**src/rtl/btb_set_assoc_pkg.sv**
```systemverilog
// btb_set_assoc_pkg: shared types and defaults for the set-associative branch target buffer
package btb_set_assoc_pkg;
  localparam int BTB_SETS = 16;
  localparam int BTB_WAYS = 2;
  localparam int BTB_FETCH_W = 2;
  localparam int BTB_CTR_W = 2;
  typedef enum logic {BTB_IDLE, BTB_SWEEP} btb_inv_state_t;
  typedef struct packed {
    logic valid;
    logic [31:0] pc;
    logic [31:0] target;
    logic taken;
    logic is_jal;
    logic is_br;
  } btb_upd_t;
  typedef struct packed {
    logic valid;
    logic [31:0] tag;
    logic [31:0] target;
    logic [BTB_CTR_W-1:0] ctr;
    logic is_jal;
  } btb_entry_t;
  function automatic logic [31:0] btb_tag(input logic [31:0] pc, input int idx_w);
    return pc >> (idx_w + 2);
  endfunction
endpackage

```
**src/rtl/btb_set_assoc_if.sv**
```systemverilog
// btb_set_assoc_if: fetch lookup, ROB training and invalidate signals of the BTB
interface btb_set_assoc_if #(parameter int FETCH_W = 2);
  localparam int SLOT_W = FETCH_W > 1 ? $clog2(FETCH_W) : 1;
  logic [31:0] fetch_pc;
  logic [SLOT_W-1:0] first_slot;
  logic [31:0] pred_next_pc;
  logic pred_taken;
  logic [SLOT_W-1:0] pred_slot;
  logic [FETCH_W-1:0] slot_valid;
  btb_set_assoc_pkg::btb_upd_t upd;
  logic inv_req;
  logic inv_busy;
  modport master (
    output fetch_pc, first_slot, upd, inv_req,
    input pred_next_pc, pred_taken, pred_slot, slot_valid, inv_busy
  );
  modport slave (
    input fetch_pc, first_slot, upd, inv_req,
    output pred_next_pc, pred_taken, pred_slot, slot_valid, inv_busy
  );
endinterface

```
**src/rtl/btb_set_assoc_sat_ctr.sv**
```systemverilog
// btb_sat_ctr: next-state of a saturating up/down counter with a force-to-max override
module btb_sat_ctr #(parameter int CTR_W = 2) (
  input logic [CTR_W-1:0] ctr,
  input logic up,
  input logic set_max,
  output logic [CTR_W-1:0] nxt
);
  always_comb nxt = set_max ? '1 : up ? (&ctr ? ctr : ctr + 1'b1) : (|ctr ? ctr - 1'b1 : ctr);
endmodule

```
**src/rtl/btb_set_assoc.sv**
```systemverilog
// btb_set_assoc: WAYS-way BTB predicting a FETCH_W-wide group, trained at commit, with invalidate sweep
module btb_set_assoc import btb_set_assoc_pkg::*; #(
  parameter int SETS = BTB_SETS,
  parameter int WAYS = BTB_WAYS,
  parameter int FETCH_W = BTB_FETCH_W,
  parameter int CTR_W = BTB_CTR_W
) (
  input logic clk,
  input logic rst,
  btb_set_assoc_if.slave bus
);
  localparam int IDX_W = $clog2(SETS);
  localparam int WAY_W = WAYS > 1 ? $clog2(WAYS) : 1;
  localparam int SLOT_W = FETCH_W > 1 ? $clog2(FETCH_W) : 1;
  localparam logic [CTR_W-1:0] CTR_WEAK = CTR_W'(1) << (CTR_W - 1);
  logic valid [SETS][WAYS];
  logic [31:0] tag [SETS][WAYS];
  logic [31:0] target [SETS][WAYS];
  logic [CTR_W-1:0] ctr [SETS][WAYS];
  logic is_jal [SETS][WAYS];
  logic [WAY_W-1:0] rr_ptr [SETS];
  btb_inv_state_t state;
  logic [IDX_W-1:0] sweep_idx;
  logic [FETCH_W-1:0] slot_tk;
  logic [31:0] slot_tgt [FETCH_W];
  for (genvar s = 0; s < FETCH_W; s++) begin : g_slot
    logic [31:0] pc;
    logic [IDX_W-1:0] idx;
    logic hit_tk;
    logic [31:0] hit_tgt;
    assign pc = bus.fetch_pc + 32'(4 * s);
    assign idx = pc[IDX_W+1:2];
    // descending scan so the lowest matching way has the final say
    always_comb begin
      hit_tk = 1'b0;
      hit_tgt = '0;
      for (int w = WAYS - 1; w >= 0; w--)
        if (valid[idx][w] && tag[idx][w] == btb_tag(pc, IDX_W)) begin
          hit_tk = is_jal[idx][w] || ctr[idx][w][CTR_W-1];
          hit_tgt = target[idx][w];
        end
    end
    assign slot_tk[s] = hit_tk;
    assign slot_tgt[s] = hit_tgt;
  end
  logic p_tk;
  logic [SLOT_W-1:0] p_slot;
  logic [31:0] p_next;
  logic [FETCH_W-1:0] p_sv;
  always_comb begin
    p_tk = 1'b0;
    p_slot = '0;
    p_next = bus.fetch_pc + 32'(4 * FETCH_W);
    for (int s = FETCH_W - 1; s >= 0; s--)
      if (slot_tk[s] && s >= int'(bus.first_slot) && state == BTB_IDLE) begin
        p_tk = 1'b1;
        p_slot = SLOT_W'(s);
        p_next = slot_tgt[s];
      end
    for (int s = 0; s < FETCH_W; s++)
      p_sv[s] = s >= int'(bus.first_slot) && (!p_tk || s <= int'(p_slot));
  end
  assign bus.pred_taken = p_tk;
  assign bus.pred_slot = p_slot;
  assign bus.pred_next_pc = p_next;
  assign bus.slot_valid = p_sv;
  assign bus.inv_busy = state == BTB_SWEEP;
  logic [IDX_W-1:0] u_idx;
  logic [31:0] u_tag;
  logic u_en, u_jal, u_tk, u_hit, u_free;
  logic [WAY_W-1:0] u_hw, u_fw;
  logic [CTR_W-1:0] u_ctr_nxt;
  assign u_idx = bus.upd.pc[IDX_W+1:2];
  assign u_tag = btb_tag(bus.upd.pc, IDX_W);
  assign u_en = bus.upd.valid && (bus.upd.is_jal || bus.upd.is_br);
  assign u_jal = bus.upd.is_jal;
  assign u_tk = bus.upd.is_jal || bus.upd.taken;
  always_comb begin
    u_hit = 1'b0;
    u_hw = '0;
    u_free = 1'b0;
    u_fw = rr_ptr[u_idx];
    for (int w = WAYS - 1; w >= 0; w--) begin
      if (valid[u_idx][w] && tag[u_idx][w] == u_tag) begin
        u_hit = 1'b1;
        u_hw = WAY_W'(w);
      end
      if (!valid[u_idx][w]) begin
        u_free = 1'b1;
        u_fw = WAY_W'(w);
      end
    end
  end
  btb_sat_ctr #(.CTR_W(CTR_W)) u_sat (
    .ctr(ctr[u_idx][u_hw]),
    .up(u_tk),
    .set_max(u_jal),
    .nxt(u_ctr_nxt)
  );
  // tags, targets and is_jal are qualified by valid, so reset leaves them alone
  always_ff @(posedge clk) begin
    if (rst) begin
      state <= BTB_IDLE;
      sweep_idx <= '0;
      for (int i = 0; i < SETS; i++) begin
        rr_ptr[i] <= '0;
        for (int w = 0; w < WAYS; w++) begin
          valid[i][w] <= 1'b0;
          ctr[i][w] <= '0;
        end
      end
    end else if (state == BTB_SWEEP) begin
      for (int w = 0; w < WAYS; w++) valid[sweep_idx][w] <= 1'b0;
      sweep_idx <= sweep_idx + 1'b1;
      if (sweep_idx == IDX_W'(SETS - 1)) state <= BTB_IDLE;
    end else if (bus.inv_req) begin
      state <= BTB_SWEEP;
      sweep_idx <= '0;
    end else if (u_en && u_hit) begin
      ctr[u_idx][u_hw] <= u_ctr_nxt;
      is_jal[u_idx][u_hw] <= u_jal;
      if (u_tk) target[u_idx][u_hw] <= bus.upd.target;
    end else if (u_en && u_tk) begin
      valid[u_idx][u_fw] <= 1'b1;
      tag[u_idx][u_fw] <= u_tag;
      target[u_idx][u_fw] <= bus.upd.target;
      ctr[u_idx][u_fw] <= u_jal ? '1 : CTR_WEAK;
      is_jal[u_idx][u_fw] <= u_jal;
      if (!u_free) rr_ptr[u_idx] <= WAY_W'((int'(rr_ptr[u_idx]) + 1) % WAYS);
    end
  end
endmodule

```
**src/flat_wrapper.sv**
```systemverilog
// flat-port wrapper written by rule: the top's interface ports become plain ports
module btb_set_assoc_flat import btb_set_assoc_pkg::*;
#(
  parameter int SETS = BTB_SETS,
  parameter int WAYS = BTB_WAYS,
  parameter int FETCH_W = BTB_FETCH_W,
  parameter int CTR_W = BTB_CTR_W
)
  (clk, rst, bus_fetch_pc, bus_first_slot, bus_upd, bus_inv_req, bus_pred_next_pc, bus_pred_taken, bus_pred_slot, bus_slot_valid, bus_inv_busy);
  btb_set_assoc_if #(.FETCH_W(FETCH_W)) bus_i ();
  input logic clk;
  input logic rst;
  input wire logic [$bits(bus_i.fetch_pc)-1:0] bus_fetch_pc;
  input wire logic [$bits(bus_i.first_slot)-1:0] bus_first_slot;
  input wire logic [$bits(bus_i.upd)-1:0] bus_upd;
  input wire logic [$bits(bus_i.inv_req)-1:0] bus_inv_req;
  output wire logic [$bits(bus_i.pred_next_pc)-1:0] bus_pred_next_pc;
  output wire logic [$bits(bus_i.pred_taken)-1:0] bus_pred_taken;
  output wire logic [$bits(bus_i.pred_slot)-1:0] bus_pred_slot;
  output wire logic [$bits(bus_i.slot_valid)-1:0] bus_slot_valid;
  output wire logic [$bits(bus_i.inv_busy)-1:0] bus_inv_busy;
  assign bus_i.fetch_pc = bus_fetch_pc;
  assign bus_i.first_slot = bus_first_slot;
  assign bus_i.upd = bus_upd;
  assign bus_i.inv_req = bus_inv_req;
  assign bus_pred_next_pc = bus_i.pred_next_pc;
  assign bus_pred_taken = bus_i.pred_taken;
  assign bus_pred_slot = bus_i.pred_slot;
  assign bus_slot_valid = bus_i.slot_valid;
  assign bus_inv_busy = bus_i.inv_busy;
  btb_set_assoc #(.SETS(SETS), .WAYS(WAYS), .FETCH_W(FETCH_W), .CTR_W(CTR_W)) u_core (.clk(clk), .rst(rst), .bus(bus_i));
endmodule
```
**config.mk**
```make
export PLATFORM = sky130hd
export DESIGN_NAME = btb_set_assoc_flat
export DESIGN_NICKNAME = d
export VERILOG_FILES = /design/src/rtl/btb_set_assoc_pkg.sv /design/src/rtl/btb_set_assoc_if.sv /design/src/rtl/btb_set_assoc_sat_ctr.sv /design/src/rtl/btb_set_assoc.sv /design/src/flat_wrapper.sv
export SDC_FILE = /design/constraint.sdc
export NUM_CORES = 2
export LEC_CHECK = 0
export CORE_MARGIN = 5
export CORE_UTILIZATION = 35
export CTS_CLUSTER_DIAMETER = 30
export DETAILED_ROUTE_END_ITERATION = 16
export SLEW_MARGIN = 20
export SYNTH_ARGS = -nofsm -noshare
export SYNTH_HDL_FRONTEND = slang
export SYNTH_SLANG_ARGS = --single-unit
```
**constraint.sdc**
```tcl
create_clock -name clk -period 5.85 [get_ports clk]
set_clock_uncertainty 0.1 [all_clocks]
set_input_delay 0.8775 -clock clk [delete_from_list [all_inputs] [get_ports clk]]
set_output_delay 0.8775 -clock clk [all_outputs]
set_load 0.1 [all_outputs]
```
* Yosys cells after proc, flatten, opt, wreduce, memory -nomap -nowiden
Memories as Yosys holds them, arrays and structs flattened.
Cells that the tools add are included.
** Storage, ports and cells
- Memory bits (writable) :: 2000
- Output and inout bits :: 37
- Memories :: 6
- Bits of input ports :: 104
- Bits in registers :: 5
** Memory list
- u_core.target :: depth 16, bits a word 64, rd ports 2, clocked after Yosys merged registers in 0, wr ports 1, RTL line btb_set_assoc.sv:18 : logic [31:0] target [SETS][WAYS];
- u_core.tag :: depth 16, bits a word 52, rd ports 3, clocked after Yosys merged registers in 0, wr ports 1, RTL line btb_set_assoc.sv:17 : logic [31:0] tag [SETS][WAYS];
- u_core.ctr :: depth 16, bits a word 4, rd ports 3, clocked after Yosys merged registers in 0, wr ports 16, RTL line btb_set_assoc.sv:19 : logic [CTR_W-1:0] ctr [SETS][WAYS];
- u_core.is_jal :: depth 16, bits a word 2, rd ports 2, clocked after Yosys merged registers in 0, wr ports 1, RTL line btb_set_assoc.sv:20 : logic is_jal [SETS][WAYS];
- u_core.valid :: depth 16, bits a word 2, rd ports 3, clocked after Yosys merged registers in 0, wr ports 16, RTL line btb_set_assoc.sv:16 : logic valid [SETS][WAYS];
- u_core.rr_ptr :: depth 16, bits a word 1, rd ports 1, clocked after Yosys merged registers in 0, wr ports 16, RTL line btb_set_assoc.sv:21 : logic [WAY_W-1:0] rr_ptr [SETS];
** Operators by class
- Reductions and logical operators :: 29
- Equal/unequal tests :: 7
- Add/sub/neg operators :: 6
- Multiplexer cells :: 159
- $lt $le $gt $ge :: 6
- Bitwise gates (word level) :: 73
** Operators with widths (number)
- two-way mux 32 bit :: 8
- == test 32 x 26 -> 1 bit :: 6
- two-way mux 64 bit :: 2
- two-way mux 1 bit :: 119
- OR 1 bit :: 70
- demux 32 bit (select 1 bit) :: 2
- two-way mux 4 bit :: 10
- adder 32 x 3 -> 32 bit (second input constant) :: 1
- adder 32 x 4 -> 32 bit (second input constant) :: 1
- two-way mux 2 bit :: 14
- logical AND 1 bit :: 14
- logical OR 1 bit :: 7
- OR reduction 2 bit :: 3
- adder 4 x 1 -> 4 bit (second input constant) :: 1
- demux 2 bit (select 1 bit) :: 2
- == test 4 bit (second input constant) :: 1
- greater-or-equal comparator 2 bit (second input constant) :: 2
- < comparator 2 x 1 -> 1 bit (second input constant) :: 2
- inverter 1 -> 2 bit :: 2
- OR reduction 4 bit :: 1
- adder 2 x 1 -> 2 bit (second input constant) :: 1
- demux 1 bit (select 1 bit) :: 2
- AND reduction 2 bit :: 1
- nonzero test 2 bit :: 1
- other kinds (7) :: 7

* Longest topological paths before layout
An unclocked memory read counts as a cell.
- Word-level depth :: 15
- Gate-level depth with buffers :: 21
- Gate-level depth less buffers :: 12

* By module
From an unflattened synthesis, not the netlist that was laid out.
** Unflattened totals
- Cell total of the unflattened synthesis :: 5803
- Area, all modules :: 105393.6 µm²
** Modules (own cells, without submodules)
- btb_set_assoc :: area each 105357.3 µm², cells an instance 5796, sequential area each 60157.7 µm², times used 1
- btb_sat_ctr :: area each 36.3 µm², cells an instance 7, sequential area each 0.0 µm², times used 1

* Worst setup path after synthesis
Ideal clock, no wire load.
- Kind :: in2out
- From :: in bus_fetch_pc[2]
- To :: out bus_pred_next_pc[5]
- Arrival :: 6035 ps
- Setup slack :: -1162 ps
- Stages :: 16
- Buffers on the path :: 6
- Path through :: ha_1 > buf_2 > buf_6 > buf_4 > buf_4 > buf_2 > mux4_2 > mux4_2 > xnor2_1 > nor4_2 > nand4b_4 > nor2_4 > clkbuf_4 > mux2i_1 > mux2i_1 > mux2i_1
** Between the ends
- Cells in the longest elaborated chain, start to end :: 9
- Elaborated cells between the ends (all ways) :: 32
** RTL lines
- start: declaration :: RTL line flat_wrapper.sv:13 : input wire logic [$bits(bus_i.fetch_pc)-1:0] bus_fetch_pc;
- adder 32 x 3 -> 32 bit :: RTL line btb_set_assoc.sv:31 : assign pc = bus.fetch_pc + 32'(4 * s);
- memory (16 x 52 bit)
- == test 32 x 26 -> 1 bit :: RTL line btb_set_assoc.sv:38 : if (valid[idx][w] && tag[idx][w] == btb_tag(pc, IDX_W)) begin
- logical AND 1 bit :: RTL line btb_set_assoc.sv:38
- two-way mux 1 bit (2 in a row) :: RTL line btb_set_assoc.sv:38
- logical AND 1 bit :: RTL line btb_set_assoc.sv:55 : if (slot_tk[s] && s >= int'(bus.first_slot) && state == BTB_IDLE) begin
- two-way mux 32 bit :: RTL line btb_set_assoc.sv:55
- two-way mux 32 bit * :: RTL line btb_set_assoc.sv:55
- end: declaration :: RTL line flat_wrapper.sv:17 : output wire logic [$bits(bus_i.pred_next_pc)-1:0] bus_pred_next_pc;
Mark *: on every way between the ends. The rest lies on a longest branch, timed or not.

* Worst setup path in the final report
- From :: in bus_fetch_pc[2]
- To :: out bus_pred_next_pc[7]
Same word-level chain as after synthesis.

==> summary.txt <==
Floorplan
  • DIE AREA: 313,000 um^2
  • Die width: 559 um
  • Initial Util: 35.2%
  • Die Ht: 559 um
  • Core area: 300,000 um^2
  • I/O Pins: 141
  • Site row count: 201

Outcome
  • Status: finished with violations
  • Failing checks: negative setup slack

Logic synthesis
  • Post-synth ARST share: 0%
  • Unique masters post-synth: 94
  • Yosys reg bits: 2,005
  • Seq/Total Area, Yosys: 57.0%
  • Number of flops mapped to enable cells by yosys: 2,000
  • YS warnings: 0
  • Top_reg_cell synth: edfxtp_1
  • Syn avg cell area: 18.3 um^2
  • Synth Instances: 5,781
  • Syn_nets: 5,888
  • Mapped cell area: 106,000 um^2

Pwr
  • Peak supply drop: 0.253 mV
  • Switching power total: 11.1 mW
  • Switching share of total power: 24.4%
  • PwrDens: 331 nW/um^2
  • Clock group share of total power: 54.2%
  • Pint: 34.5 mW
  • Lkg Pwr: 45.9 nW
  • Sequential share of power: 34.9%
  • Combinational share of power: 10.9%

Final layout
  • Post-route cell area: 138,000 um^2
  • Post-layout util: 45.9%
  • Share of layout cells above drive strength 1: 47.6%
  • Area grow syn2layout: 30.6%
  • Finished Layout Cells: 11,200
  • Layout Nets: 6,983

Clock tree
  • Inserted Clock Buffers: 421
  • CTS clock-pin slew for the worst setup and hold paths: 60 ps
  • Hold_buf cts: 0
  • Clk sink count: 2,005
  • Clock root buffer: clkbuf_16
  • Clock tree buffer depth: 4
  • Worst-Skew Late Latency: 970 ps
  • CTS tree: yes
  • H-tree levels: 5

Worst setup path
  • Worst setup EP type: output pin
  • Arrival @ worst endpoint: 5410 ps
  • Worst Path Max Fanout: 8
  • Setup Crit Path Kind: in -> out
  • Startpoint Class: input port
  • Required time worst endpoint: 4870 ps

Timing
  • RSZ-0062 raised after global routing: true
  • Final Cycle Share: 109%
  • Final hold vios: 0
  • Pins over their slew limit: 0
  • Fin Setup TNS: -14,520 ps
  • Worst slew pin tran: 1190 ps
  • Final setup viols: 35
  • Final worst slack: -535 ps
  • Fmax: 157 MHz
  • Min cycle time layout: 6390 ps
  • WHS: 344 ps
  • Slew Limit Headroom: 20.3%

Place
  • Count of input and output buffers: 138
  • GPL Wtd Cong: 0.988
  • HPWL Detailed: 257,000 um
  • Dpl cells: 10,300
  • Placed inst area: 121,000 um^2

Route
  • Drt via density: 6.17
  • Total wire length: 381,000 um
  • Iter 0 DRT Violations: 9,230
  • Pre-antenna DRT Iters: 6
  • Vias: 69,100
  • Drt drc: 0
  • Detail Route Antenna Nets: 0
  • Post-DR wirelength/cell: 34.0 um

Global routing
  • Initial antenna violation count: 22
  • Vias in the first global route: 69,600
  • First-pass GRT wire length: 532,000 um
  • Pin count of the biggest net entering global routing: 137
  • Grt ovf: 0
  • Total track usage: 23.5%

Min path
  • Worst Hold Class: in -> reg

Run
  • Max-cap viol count: 0
-- synth_stat cells (all sizes together) (4+ instances only) --
master   number  area [um^2]
a21o         19          143
o31ai         9         67.6
clkbuf      184          702
mux2i       297         2980
a221oi        9         78.8
o21ai        82          414
clkinv        6         22.5
nor4         48          325
and2         10         62.6
nand2       278         1040
o21a          6         45.0
o2bb2ai      25          219
edfxtp     2000        60100
a21oi       126          631
nor2        250          946
nand2b       13         81.3
buf         309         2020
xor2         46          410
o22ai        34          213
mux2         28          315
nor3         93          480
and3         10         62.6
xnor2       127         1110
nand3        59          295
mux4       1325        29800
nand3b        6         45.0
o2111a       25          282
dfxtp         5          100
a211oi       18          135
nor2b        30          195
o211ai        7         52.6
a22o          6         52.6
o2111ai      16          140
or3          19          119
a31oi         6         37.5
nand4        41          263
nor3b        29          218
a2111oi      10          133
a22oi        16          120
or4           7         56.3
nor4b         4         50.1
or2          26          163
inv          60          225
o221ai        5         61.3
-- registers in the layout (all words and copies together), names as in the netlist --
| name | count |
|---|---|
| u_core.rr_ptr | 16 |
| u_core.ctr | 64 |
| u_core.valid | 32 |
| u_core.target | 1024 |
| u_core.sweep_idx | 4 |
| u_core.bus.inv_busy | 1 |
| u_core.tag | 832 |
| u_core.is_jal | 32 |
-- kinds of logic (layout without fill, tap and decap cells) --
family / count (synthesis) / count (layout) / share of synthesized area, %
DFF: 2005 / 2005 / 57.0
muxes: 1650 / 1650 / 31.4
and+or+nand+nor: 937 / 938 / 4.31
buffers and inverters: 559 / 2019 / 2.81
AOI/OAI and AO/OA: 454 / 454 / 2.99
xor gates and xnor gates: 173 / 173 / 1.44
adders and majority gates: 3 / 3 / 0.0356
other: 0 / 11 / 0
-- critical path, cell delays in order --
cell,delay [ps]
buf_12,120
buf_16,180
buf_12,180
buf_4,140
a21boi_4,160
or2_4,290
mux2i_1,800
a21o_1,170
nand4_1,100
or4_4,510
nand4b_4,240
nor2_4,270
o221ai_4,150
buf_12,190
buf_16,160
buf_4,160
mux2i_1,230
o2bb2ai_2,210
buf_12,220
-- power by group through the flow --
stage / registers [mW] / clock network (mW) / logic (mW)
after floorplan: 16.2 / 0 / 2.66
after global placement: 16.2 / 0 / 4.67
after detailed placement: 16.2 / 0 / 4.67
after CTS: 15.9 / 24.9 / 4.87
after global routing: 15.9 / 25.7 / 5.17
final: 15.9 / 24.7 / 4.99
-- path summary, 6_finish.rpt --
path / start / endpoint / slack, ps / cells after the start
setup reg to reg: u_core.tag[10][6] / u_core.valid[6][1] / 920 / 13
hold / removal: bus_upd[15] / u_core.target[0][44] / 340 / 1
setup / recovery: bus_fetch_pc[2] / bus_pred_next_pc[7] / -540 / 19
hold reg to reg: u_core.sweep_idx[2] / u_core.sweep_idx[2] / 570 / 2
-- stage by stage --
| stage | power (mW) | setup slack (ps) |
|---|---|---|
| finish | 45.6 | -535 |
| global route | 46.8 | -572 |
| CTS | 45.7 | -408 |
| detailed placement | 20.9 | -845 |
| global placement | 20.8 | -890 |
| floorplan | 18.8 | -588 |
-- timing repair --
action | in CTS | in global routing
resized for setup | 143 | 113
cloned | 5 | 8
buffers inserted | 43 | 25
pin swaps | 21 | 23
setup endpoints to repair | 35 | 35
-- placed cells by master, fill, tap and decap left out, types with 33 or more instances in the layout --
cell / netlist / routed
edfxtp_1: 2000 / 2000
mux4_2: 1325 / 1325
buf_4: 57 / 731
clkbuf_16: 0 / 433
buf_12: 0 / 282
nand2_1: 278 / 275
mux2i_1: 296 / 207
nor2_1: 249 / 183
a21oi_1: 126 / 121
xnor2_1: 127 / 116
nor3_1: 90 / 83
o21ai_0: 80 / 79
clkdlybuf4s50_1: 0 / 71
bufinv_16: 0 / 67
nor2_4: 1 / 66
clkinvlp_4: 0 / 61
inv_1: 58 / 57
clkinv_1: 6 / 56
clkinv_2: 0 / 56
nand3_1: 59 / 55
mux2i_2: 1 / 52
xor2_1: 45 / 42
nand4_1: 40 / 40
clkbuf_1: 181 / 40
mux2i_4: 0 / 38
o22ai_1: 34 / 34
clkinv_4: 0 / 34
nor4_1: 44 / 33
-- metal layers --
metal  wire length, um  vias up  GRT usage (%)
met5                92        -              0
met4             18700       16           10.1
met3             38800      749           5.37
met2            178000     4437           37.0
met1            145000    36900           31.5
li1                  -    27100              -
-- area by class of cell --
| class | count | area, um^2 |
|---|---|---|
| fillers | 25100 | 162000 |
| flip-flops and latches | 2005 | 60200 |
| multi-input cells | 3218 | 44500 |
| repair buffers | 1164 | 12900 |
| clock buffers | 465 | 10800 |
| well taps | 3958 | 4950 |
| clock inverters | 324 | 4160 |
| inverters | 66 | 263 |
| diodes | 11 | 27.5 |
Note: power is estimated with default switching activity, not from simulation.
